**config.mk**
```make
export PLATFORM = sky130hd
export DESIGN_NAME = smvm_sched
export DESIGN_NICKNAME = d
export VERILOG_FILES = /design/src/rtl/smvm_sched.sv
export SDC_FILE = /design/constraint.sdc
export NUM_CORES = 1
export LEC_CHECK = 0
export ABC_AREA = 1
export BUFFER_PORTS_ARGS = -buffer_cell sky130_fd_sc_hd__buf_4
export CELL_PAD_IN_SITES_DETAIL_PLACEMENT = 0
export CELL_PAD_IN_SITES_GLOBAL_PLACEMENT = 1
export CORE_MARGIN = 2
export CORE_UTILIZATION = 39
export DETAILED_ROUTE_END_ITERATION = 16
export PLACE_DENSITY_LB_ADDON = 0.1
export SLEW_MARGIN = 10
export SYNTH_ARGS = -nofsm -noshare
export SYNTH_HDL_FRONTEND = slang
export SYNTH_SLANG_ARGS = --single-unit
```
**constraint.sdc**
```tcl
create_clock -name clk -period 1.9 [get_ports clk]
set_input_delay 0.095 -clock clk [delete_from_list [all_inputs] [get_ports clk]]
set_output_delay 0.095 -clock clk [all_outputs]
set_load 0.005 [all_outputs]
```
**src/rtl/smvm_sched.sv**
```systemverilog
// smvm_sched: sparse matrix-vector multiply input scheduler.
// Parses a beat stream (row-count header, column-count header, dense vector,
// then value/column nonzero pairs), writes the dense vector into a vector RAM,
// and packs nonzeros into groups of K for the ALU pipeline.
// Ports:
//   clk, rst                  clock, synchronous active-high reset
//   in_valid/in_ready         input beat handshake
//   val_in, col_in, ipv_in    beat payload (header / element / nonzero fields)
//   vec_we/vec_addr/vec_wdata vector RAM write port (combinational in VEC)
//   grp_valid/grp_ready       group handshake toward the ALU pipeline
//   grp_val/grp_col/grp_ipv   group payload, slot 0 in the MSBs
//   grp_ones                  popcount of grp_ipv
//   done, err                 end-of-matrix pulse, row-count / column error
module smvm_sched #(
  parameter int unsigned K         = 4,
  parameter int unsigned VEC_DEPTH = 128
) (
  input  logic                         clk,
  input  logic                         rst,
  input  logic                         in_valid,
  output logic                         in_ready,
  input  logic [7:0]                   val_in,
  input  logic [2:0]                   col_in,
  input  logic                         ipv_in,
  output logic                         vec_we,
  output logic [$clog2(VEC_DEPTH)-1:0] vec_addr,
  output logic [7:0]                   vec_wdata,
  output logic                         grp_valid,
  input  logic                         grp_ready,
  output logic [8*K-1:0]               grp_val,
  output logic [7*K-1:0]               grp_col,
  output logic [K-1:0]                 grp_ipv,
  output logic [2:0]                   grp_ones,
  output logic                         done,
  output logic                         err
);

  localparam int unsigned AW = $clog2(VEC_DEPTH);
  localparam int unsigned CW = $clog2(K + 1);

  typedef enum logic [2:0] {
    IDLE, HDR_COL, VEC, NZ_VAL, NZ_COL, FLUSH, DONE
  } state_t;

  state_t         r_state, w_next;
  logic [7:0]     r_rows, r_cols, r_idx, r_rowcnt;
  logic [CW-1:0]  r_cnt;
  logic [7:0]     r_sval [K];
  logic [6:0]     r_scol [K];
  logic [K-1:0]   r_sipv;
  logic           r_gv, r_err;
  logic [8*K-1:0] r_gval;
  logic [7*K-1:0] r_gcol;
  logic [K-1:0]   r_gipv;
  logic [2:0]     r_gones;

  logic           w_acc, w_last_vec, w_full, w_flush_load, w_load, w_err_done;
  logic [6:0]     w_col7;
  logic [8*K-1:0] w_gval;
  logic [7*K-1:0] w_gcol;
  logic [K-1:0]   w_gipv;
  logic [2:0]     w_ones;

  assign w_acc        = in_valid && in_ready;
  assign w_col7       = {val_in[3:0], col_in};
  assign w_last_vec   = (r_idx == r_cols - 8'd1);
  assign w_full       = (r_state == NZ_COL) && w_acc && (r_cnt == CW'(K - 1));
  // A flush may replace a group that is being accepted in the same cycle.
  assign w_flush_load = (r_state == FLUSH) && (r_cnt != '0) && (!r_gv || grp_ready);
  assign w_load       = w_full || w_flush_load;
  assign w_err_done   = (r_state == DONE) && (r_rowcnt != r_rows);

  // Group image: the column of the last slot is still on the input bus when
  // the group completes, so it is merged in here rather than from r_scol.
  always_comb begin
    w_gval = '0;
    w_gcol = '0;
    w_gipv = '0;
    w_ones = '0;
    for (int unsigned i = 0; i < K; i++) begin
      w_gval[8*(K-1-i) +: 8] = r_sval[i];
      w_gcol[7*(K-1-i) +: 7] = ((r_state == NZ_COL) && (CW'(i) == r_cnt)) ? w_col7 : r_scol[i];
      w_gipv[K-1-i]          = r_sipv[i];
      w_ones                 = w_ones + 3'(r_sipv[i]);
    end
  end

  always_comb begin
    w_next    = r_state;
    in_ready  = 1'b0;
    vec_we    = 1'b0;
    vec_addr  = r_idx[AW-1:0];
    vec_wdata = val_in;
    done      = 1'b0;
    case (r_state)
      IDLE: begin
        in_ready = 1'b1;
        if (in_valid) w_next = HDR_COL;
      end
      HDR_COL: begin
        in_ready = 1'b1;
        if (in_valid) w_next = VEC;
      end
      VEC: begin
        in_ready = 1'b1;
        vec_we   = in_valid;
        if (in_valid && w_last_vec) w_next = NZ_VAL;
      end
      NZ_VAL: begin
        in_ready = !r_gv;
        if (!in_valid)     w_next = (r_cnt != '0) ? FLUSH : DONE;
        else if (!r_gv)    w_next = NZ_COL;
      end
      NZ_COL: begin
        in_ready = !r_gv;
        if (w_acc) w_next = NZ_VAL;
      end
      FLUSH: begin
        if ((r_cnt == '0) && (!r_gv || grp_ready)) w_next = DONE;
      end
      DONE: begin
        done   = 1'b1;
        w_next = IDLE;
      end
      default: w_next = IDLE;
    endcase
  end

  always_ff @(posedge clk) begin
    if (rst) begin
      r_state  <= IDLE;
      r_rows   <= '0;
      r_cols   <= '0;
      r_idx    <= '0;
      r_rowcnt <= '0;
      r_cnt    <= '0;
      r_sipv   <= '0;
      r_gv     <= 1'b0;
      r_err    <= 1'b0;
      r_gval   <= '0;
      r_gcol   <= '0;
      r_gipv   <= '0;
      r_gones  <= '0;
      for (int unsigned i = 0; i < K; i++) begin
        r_sval[i] <= '0;
        r_scol[i] <= '0;
      end
    end else begin
      r_state <= w_next;
      case (r_state)
        IDLE: if (in_valid) begin
          r_rows   <= val_in;
          r_rowcnt <= '0;
          r_cnt    <= '0;
          r_idx    <= '0;
          r_err    <= 1'b0;
          r_sipv   <= '0;
          for (int unsigned i = 0; i < K; i++) begin
            r_sval[i] <= '0;
            r_scol[i] <= '0;
          end
        end
        HDR_COL: if (in_valid) r_cols <= (val_in == '0) ? 8'(VEC_DEPTH) : val_in;
        VEC: if (in_valid) r_idx <= w_last_vec ? '0 : r_idx + 8'd1;
        NZ_VAL: if (w_acc) begin
          for (int unsigned i = 0; i < K; i++) begin
            if (CW'(i) == r_cnt) begin
              r_sval[i] <= val_in;
              r_sipv[i] <= ipv_in;
            end
          end
          if (ipv_in) r_rowcnt <= r_rowcnt + 8'd1;
        end
        NZ_COL: if (w_acc) begin
          for (int unsigned i = 0; i < K; i++) begin
            if (CW'(i) == r_cnt) r_scol[i] <= w_col7;
          end
          if ({1'b0, w_col7} >= r_cols) r_err <= 1'b1;
          r_cnt <= w_full ? '0 : r_cnt + CW'(1);
        end
        FLUSH: if (w_flush_load) r_cnt <= '0;
        DONE: if (w_err_done) r_err <= 1'b1;
        default: ;
      endcase
      // Loading empties the slots so a later flush pads with zeros for free.
      if (w_load) begin
        r_gv    <= 1'b1;
        r_gval  <= w_gval;
        r_gcol  <= w_gcol;
        r_gipv  <= w_gipv;
        r_gones <= w_ones;
        r_sipv  <= '0;
        for (int unsigned i = 0; i < K; i++) begin
          r_sval[i] <= '0;
          r_scol[i] <= '0;
        end
      end else if (grp_ready) begin
        r_gv <= 1'b0;
      end
    end
  end

  assign grp_valid = r_gv;
  assign grp_val   = r_gval;
  assign grp_col   = r_gcol;
  assign grp_ipv   = r_gipv;
  assign grp_ones  = r_gones;
  assign err       = r_err | w_err_done;

endmodule
```
==> flow_metrics.tcl <==
set metrics [dict create \
    outcome "complete, but fails checks" \
    layout-drive-gt1-share_pct 27.3 \
    grt.total_usage_pct 20.2 \
    viasPerCell 5.01 \
    netlist_area_um2 7540 \
    cp_slowest_cell "dfxtp_4" \
    max_freq_mhz 525 \
    power.leakage_nw 4.22 \
    synth_edf_count 37 \
    setup_viol 5 \
    synth_top_area_cell "dfxtp_1" \
    ys_ff_latch 179 \
    drtIter0Drc 369 \
    ys_seq_area_share_pct 52.5 \
    coreArea_um2 18800 \
    post-dp-hpwl_mm 15.2 \
    die_y_um 143 \
    port_buffers 102 \
    setup_ws_ns -0.00524 \
    grt_pass1_vias 6096 \
    wl_per_cell_um 16.2 \
    grt_pass1_wl_mm 31.8 \
    dr.pass1.iters 4 \
    num_rows 50 \
    cts_sinks 179 \
    critPathMaxFanout 8 \
    antenna_cells 0 \
    tightest_slew_ns 0.512 \
    synth_top_area_share_pct 37.7 \
    finClkSkew_ns 0.0156 \
    start_kind "register" \
    fin_crit_sh_pct 100 \
    crit_family "simple AND/OR/NAND/NOR gates" \
    fillers 1722 \
    critPathBufInv 2 \
    synth.area.top_cells "dfxtp_1, edfxtp_1, a22o_1" \
    gp_congestion 0.867 \
    vdd.ir_drop.worst_mv 0.696 \
    grt.overflow.total 0 \
    yosys_warnings 0 \
    violations "setup timing" \
    slew_violations 0 \
    cap_viol_max_count 0 \
    worstSkewPairLatency_ns 0.43 \
    finalWirelength_mm 20.7 \
    slew_headroom_pct 65.8 \
    crit_top_cell "nand2_2" \
    synthCells 840 \
    numCtsBuffers 17 \
    drc 0 \
    power_density_nw_per_um2 1100 \
    dieWidth_um 143 \
    hp-class "primary input to register" \
    hold_viol 0 \
    syn_to_final_growth_pct 31.5 \
    grt_max_degree 65 \
    yosysUniqueCellTypes 43 \
    synth_nets 873 \
    ioPinCount 103 \
    p_total_mw 10.9 \
    h-tree-depth 4 \
    antenna_found_initial 0 \
    nets 1035 \
    worstPathCellList "buf_6 -> nand2_4 -> nor2_2 -> o22ai_2 -> nand2_2 -> inv_2 -> nand2_1 -> o21ai_0 -> o21ai_1 -> nand2_2" \
    layout.cells.non_filler 1275 \
    synth.avg_cell_area_um2 8.97 \
    vias 6394 \
    path_class "register to register" \
    arrival_ns 2.01 \
    end_kind "register" \
    detail-route-antenna-nets 0 \
    clockBufferDepth 2 \
    die-area_um2 20500 \
    place_inst 1219 \
    ff2ff_setup_slack_ns -0.005 \
    path_clk_slew_ns 0.07 \
    required_ns 2.01 \
    crit_path_max_incr_delay_ns 0.37 \
    cts_tree "built" \
    synthArstFlopShare_pct 0 \
    synth_top_flop_cell "dfxtp_1" \
    start_util_pct 40.0 \
    post-route-min-period_ns 1.91 \
    clock-root-buffer "clkbuf_16" \
]
-- report_power, final --
part | total [mW] | internal [mW] | switching, mW
registers | 4.36 | 4.17 | 0.188
clock network | 3.61 | 2.05 | 1.56
logic | 2.94 | 1.15 | 1.80
-- Yosys cell counts (5+ instances only) --
library cell / n
nand4_1: 11
xor2_1: 9
inv_2: 20
a21oi_1: 52
a22o_1: 57
nand2_2: 9
dfxtp_1: 142
clkbuf_1: 8
inv_1: 76
o21ai_0: 35
xnor2_1: 13
ha_1: 16
nand2_1: 114
o21ai_1: 7
buf_2: 15
nor2_4: 5
buf_4: 17
nor2_1: 96
nor3_1: 9
edfxtp_1: 37
nand3_1: 53
o22ai_1: 8
-- per-stage QoR --
stage / hold slack (ns) / setup TNS [ns] / setup WS (ns) / utilization, % / cell area [um2]
4_1_cts: 0.00189 / 0 / 0.00712 / 51.0 / 9610
5_1_grt: 0.0143 / -0.287 / -0.0241 / 52.6 / 9910
6_report: 0.0119 / -0.0208 / -0.00524 / 52.6 / 9910
3_5_place_dp: 0.287 / -0.142 / -0.0180 / 47.1 / 8870
2_1_floorplan: 0.194 / 0 / 0.0392 / - / 7550
3_3_place_gp: 0.287 / 0 / 0.0546 / 47.1 / 8870
-- kinds of logic after synthesis --
group / share of synthesized area, %
and+or+nand+nor: 19.3
DFF: 52.5
AOI/OAI and AO/OA: 14.3
buffers and inverters: 8.15
xor gates and xnor gates: 2.86
adders and majority gates: 2.92
-- worst min-delay path: stages --
cell,delay (ns)
buf_4,0.16
nand2_1,0.08
a21oi_1,0.06
-- what timing repair did --
| action | in CTS | in global routing |
|---|---|---|
| hold buffers | 11 | 0 |
| gates cloned | 0 | 2 |
| resized for setup | 4 | 48 |
| endpoints found under the setup margin | 18 | 115 |
| buffers inserted | 0 | 11 |
| pin swaps | 0 | 9 |
| endpoints found under the hold margin | 18 | 0 |
-- state kept, by name, summed over array words and instances, names as in the netlist, 3 cells and up, named ones only --
| signal | count |
|---|---|
| grp_col | 21 |
| grp_ipv | 4 |
| grp_ones | 3 |
| grp_val | 32 |
| r_cnt | 3 |
| r_cols | 8 |
| r_idx | 8 |
| r_rowcnt | 8 |
| r_rows | 8 |
| r_scol | 28 |
| r_sipv | 4 |
| r_state | 3 |
| r_sval | 32 |
-- layout by cell type (no fill, tap or decap), drive strengths merged --
cell / instances
nand2: 124
nor3b: 2
nor3: 12
fa: 1
o21bai: 1
nand3: 55
a211oi: 3
o21ai: 42
nor4: 4
bufinv: 2
a31oi: 1
clkinvlp: 3
xor2: 9
clkbuf: 19
clkinv: 4
nor2: 104
xnor3: 1
a21oi: 52
a22o: 57
xnor2: 13
ha: 16
nand4: 13
o22ai: 9
dlygate4sd3: 11
inv: 104
edfxtp: 37
buf: 171
or2: 2
dfxtp: 142
o31ai: 1
-- layer usage --
layer	GRT usage, %	share of wire (%)
met5	0	0
met4	6.15	1.9
met3	4.39	4.4
met2	32.9	46
met1	26.8	47
-- final cells by class --
cell class,count,area (um2),share of cell area [%]
Timing Repair inverter,1,7.51,0.0757
Timing Repair Buffer,183,1520,15.3
Clock inverter,14,163,1.64
Inverter,98,384,3.88
Clock buffer,18,450,4.54
Multi-Input combinational cell,522,3100,31.3
Sequential cell,179,3960,40.0
Tap cell,260,325,3.28
-- path summary, 6_finish.rpt --
kind,start,end,depth (start not counted)
max reg2reg,r_state[1],r_sval[1][7],10
max,r_state[1],r_sval[1][7],10
min,val_in[6],r_sval[2][6],3
min reg2reg,r_scol[3][3],r_scol[3][3],2
Note: power is estimated with default switching activity, not from simulation.
